$ cat src/rtl/digit_shift_buf.sv
// digit_shift_buf: multi-mode digit shift register holding an operand as it is typed
module digit_shift_buf #(
   parameter int COUNT = 4,
   parameter int WIDTH = 4
) (
   input  logic                       trig,
   input  logic                       reset,
   input  logic                       en,
   input  logic [2:0]                 op,
   input  logic                       dir,
   input  logic [WIDTH-1:0]           in,
   input  logic [COUNT*WIDTH-1:0]     load_data,
   output logic [COUNT*WIDTH-1:0]     out,
   output logic [WIDTH-1:0]           shift_out,
   output logic [$clog2(COUNT+1)-1:0] count,
   output logic                       full,
   output logic                       empty,
   output logic                       overflow
);
   localparam int N  = COUNT*WIDTH;
   localparam int CW = $clog2(COUNT+1);
   localparam logic [2:0] OP_PUSH = 3'b001, OP_POP = 3'b010, OP_ROT = 3'b011,
                          OP_LOAD = 3'b100, OP_CLR = 3'b101;

   logic [N-1:0]     nxt_out;
   logic [WIDTH-1:0] nxt_sh, top, bot;
   logic [CW-1:0]    nxt_cnt;
   logic             nxt_ovf;

   assign top   = out[N-1 -: WIDTH];
   assign bot   = out[WIDTH-1:0];
   assign full  = count == CW'(COUNT);
   assign empty = count == '0;

   always_comb begin
      nxt_out = out;
      nxt_sh  = shift_out;
      nxt_cnt = count;
      nxt_ovf = overflow;
      if (en) begin
         case (op)
            OP_PUSH: begin
               nxt_out = dir ? {in, out[N-1:WIDTH]} : {out[N-WIDTH-1:0], in};
               nxt_sh  = dir ? bot : top;
               nxt_cnt = full ? count : count + CW'(1);
               nxt_ovf = overflow | full;
            end
            OP_POP: if (!empty) begin
               nxt_out = dir ? {out[N-WIDTH-1:0], WIDTH'(0)} : {WIDTH'(0), out[N-1:WIDTH]};
               nxt_sh  = dir ? top : bot;
               nxt_cnt = count - CW'(1);
            end
            OP_ROT: begin
               nxt_out = dir ? {bot, out[N-1:WIDTH]} : {out[N-WIDTH-1:0], top};
               nxt_sh  = dir ? bot : top;
            end
            OP_LOAD: begin
               nxt_out = load_data;
               nxt_sh  = '0;
               nxt_cnt = CW'(COUNT);
            end
            OP_CLR: begin
               nxt_out = '0;
               nxt_sh  = '0;
               nxt_cnt = '0;
               nxt_ovf = 1'b0;
            end
            default: ;
         endcase
      end
   end

   always_ff @(posedge trig) begin
      if (reset) begin
         out       <= '0;
         shift_out <= '0;
         count     <= '0;
         overflow  <= 1'b0;
      end else begin
         out       <= nxt_out;
         shift_out <= nxt_sh;
         count     <= nxt_cnt;
         overflow  <= nxt_ovf;
      end
   end
endmodule

$ cat config.mk
export PLATFORM = sky130hd
export DESIGN_NAME = digit_shift_buf
export DESIGN_NICKNAME = d
export VERILOG_FILES = /design/src/rtl/digit_shift_buf.sv
export SDC_FILE = /design/constraint.sdc
export NUM_CORES = 1
export LEC_CHECK = 0
export CAP_MARGIN = 5
export CORE_MARGIN = 4
export CORE_UTILIZATION = 50
export DETAILED_ROUTE_END_ITERATION = 8
export PLACE_DENSITY = 0.87
export SLEW_MARGIN = 5
export SYNTH_ARGS = -nofsm -noshare
export SYNTH_HDL_FRONTEND = slang
export SYNTH_SLANG_ARGS = --single-unit
$ cat constraint.sdc
create_clock -name trig -period 5.7 [get_ports trig]
set_input_delay 1.71 -clock trig [delete_from_list [all_inputs] [get_ports trig]]
set_output_delay 1.71 -clock trig [all_outputs]
set_load 0.1 [all_outputs]
==> results.yml <==
clock_network:
  cts_buffers: 3
  path_clk_slew_ns: 0.10
  cts-root-buf: "clkbuf_8"
  cts_tree: "yes"
  cts_max_path_buffers: 2
  ctsResizeCount: 0
  insertion_delay_ns: 0.28
  htree_levels: 1
  cts_sinks: 24
  ctsHoldBuffers: 0
  cts_setup_buffers: 0
layout:
  drive_gt1_frac: 0.0802
  diodes: 0
  fillCellCount: 301
  final_area_um2: 2320
  layout.nets: 292
  layout.cells.non_filler: 308
  syn_to_final_growth_pct: 25.8
pwr:
  clkPwrFrac: 0.227
  intPower_mw: 0.314
  comb_power_share: 0.419
  p_sw_mw: 0.233
  p_per_area_nw_per_um2: 235
  cellLeakagePower_nw: 0.858
  p_seq_frac: 0.354
  peakVddDrop_v: 0.000173
  switching_share: 0.426
timing:
  slew_headroom: 0.344
  fmax_ghz: 0.241
  setup_slack_ns: 1.55
  hold_viol_final: 0
  rsz0062_at_grt: "false"
  finalMaxSlewViolations: 0
  worst_pin_slew_ns: 0.981
  period_needed_ns: 4.15
  fin_crit_sh: 0.728
  setup_viol: 0
  fin_setup_tns_ns: 0
  fin_skew_ns: 0.0144
worst_setup_path:
  crit_type: "input port to flop"
  regToRegSetupSlack_ns: 3.91
  crit_fanout: 15
  start_kind: "input port"
  arrival_ns: 4.28
  end_kind: "flop"
  cp.required_ns: 5.83
grt:
  grt_most_used_layer: "met2"
  grt_remaining_overflow: 0
  grtUsageMet3: 0.0324
  grt_max_degree: 34
  grt_usage: 0.237
  grt_pass1_wl_um: 8540
  gr-usage-met1: 0.334
  met2_usage: 0.374
  antenna_found_initial: 0
  grt_pass1_vias: 1744
synth:
  syn_inst: 224
  synthArstFlopShare: 0
  yosysWarnings: 0
  ys_top_cells_by_area: "dfxtp_1, mux2i_1, buf_6"
  synth_top_area_cell: "dfxtp_1"
  netlist_area_um2: 1850
  dominantRegCellSynth: "dfxtp_1"
  syn_area_per_cell_um2: 8.24
  synth_cell_types: 42
  ys_seq_elements: 24
  synth_edf_count: 0
  synth_top_area_share: 0.260
  ys_seq_area_frac: 0.260
  syn_nets: 253
placement:
  port_buffers: 52
  dpl.hpwl_um: 3570
  dpl.cell_count: 304
  gp_congestion: 0.839
  dp_slack_ns: 1.31
  placed_cell_area_um2: 2270
floorplan:
  initial_core_util: 0.536
  die_y_um: 68.8
  core_um2: 3440
  fp.dieW_um: 68.8
  ios: 53
  rows: 21
  die-area_um2: 4730
detailed_routing:
  wl_per_cell_um: 17.0
  antenna_left: 0
  vias: 1886
  drc_errors: 0
  dr.pass1.iters: 5
  drt_iter0_drc: 222
  viasPerCell: 6.12
  wirelength_um: 5240
run_status:
  status: "complete, no violations"
flow_run:
  drv_cap: 0
min_path:
  hp-class: "flop to flop"
==> metal layers <==
layer / vias to the layer above / share of wire
li1: 897 / -
met1: 890 / 0.43
met2: 92 / 0.48
met3: 7 / 0.077
met4: 0 / 0.011
met5: - / 0
==> worst max-delay path, stage by stage <==
cell and delay, ns:
clkdlybuf4s50_1 0.74, nor3b_2 0.84, fa_1 0.32, xor2_1 0.22
o31a_1 0.15, o22ai_1 0.07, mux2i_1 0.17, nor2_1 0.05
==> sequential cells by signal (all words and copies together), names as in the netlist <==
| signal | cells |
|---|---|
| count | 3 |
| shift_out | 4 |
| out | 16 |
| overflow | 1 |
==> synthesized netlist by cell type (3+ instances only) <==
library cell  instances
buf_6                11
a221oi_1              4
o22ai_1               9
mux2_2                9
a22oi_1              15
mux2i_1              19
o21ai_0               9
nand3_1               8
dfxtp_1              24
a21oi_1              17
o21ai_1               3
nor3_1               13
nand2_1              16
and2_1                3
nor2_1               26
clkbuf_1              4
==> layout by cell type (no fill, tap or decap), types with 8 or more instances in the layout <==
cell type / n
dfxtp_1: 24
clkdlybuf4s50_1: 52
mux2i_1: 19
o22ai_1: 9
mux2_2: 9
nor2_1: 26
nand2_1: 16
a21oi_1: 17
nand3_1: 8
nor3_1: 13
a22oi_1: 15
o21ai_0: 9
==> area by class of cell <==
class                   count  area, um2  area share
multi-input cells         179       1190       0.514
flip-flops and latches     24        480       0.207
clock buffers               4       55.1      0.0237
inverters                   2       7.51     0.00323
well taps                  46       57.6      0.0248
repair buffers             53        528       0.227
==> power groups by stage <==
stage	clock, mW	combinational [mW]	sequential, mW
2_1_floorplan	0	0.0991	0.270
3_3_place_gp	0	0.223	0.197
3_5_place_dp	0	0.226	0.197
4_1_cts	0.122	0.228	0.193
5_1_grt	0.128	0.243	0.196
6_report	0.124	0.229	0.194
==> path summary, 6_finish.rpt <==
kind,from,to,depth (start not counted)
worst max-delay path,op[0],count[2],8
worst min-delay path,shift_out[0],shift_out[0],2
worst max register to register,count[0],out[13],4
worst min register to register,shift_out[0],shift_out[0],2
==> cell families (layout without fill, tap and decap cells) <==
kind of cell | Yosys count | after routing | synth area share
muxes | 28 | 28 | 0.158
buffers and inverters | 21 | 59 | 0.0929
and+or+nand+nor | 82 | 82 | 0.225
xor gates and xnor gates | 3 | 3 | 0.0183
DFF | 24 | 24 | 0.260
adders and majority gates | 2 | 2 | 0.0176
AOI/OAI and AO/OA | 64 | 64 | 0.228
==> through the flow <==
step / hold WS [ns] / power, mW / util
after floorplan: 0.908 / 0.369 / -
after global placement: 0.488 / 0.420 / 0.659
after detailed placement: 0.489 / 0.423 / 0.659
after CTS: 0.503 / 0.543 / 0.675
after global routing: 0.534 / 0.567 / 0.675
final: 0.501 / 0.546 / 0.675
(Power assumes the default switching activity.)
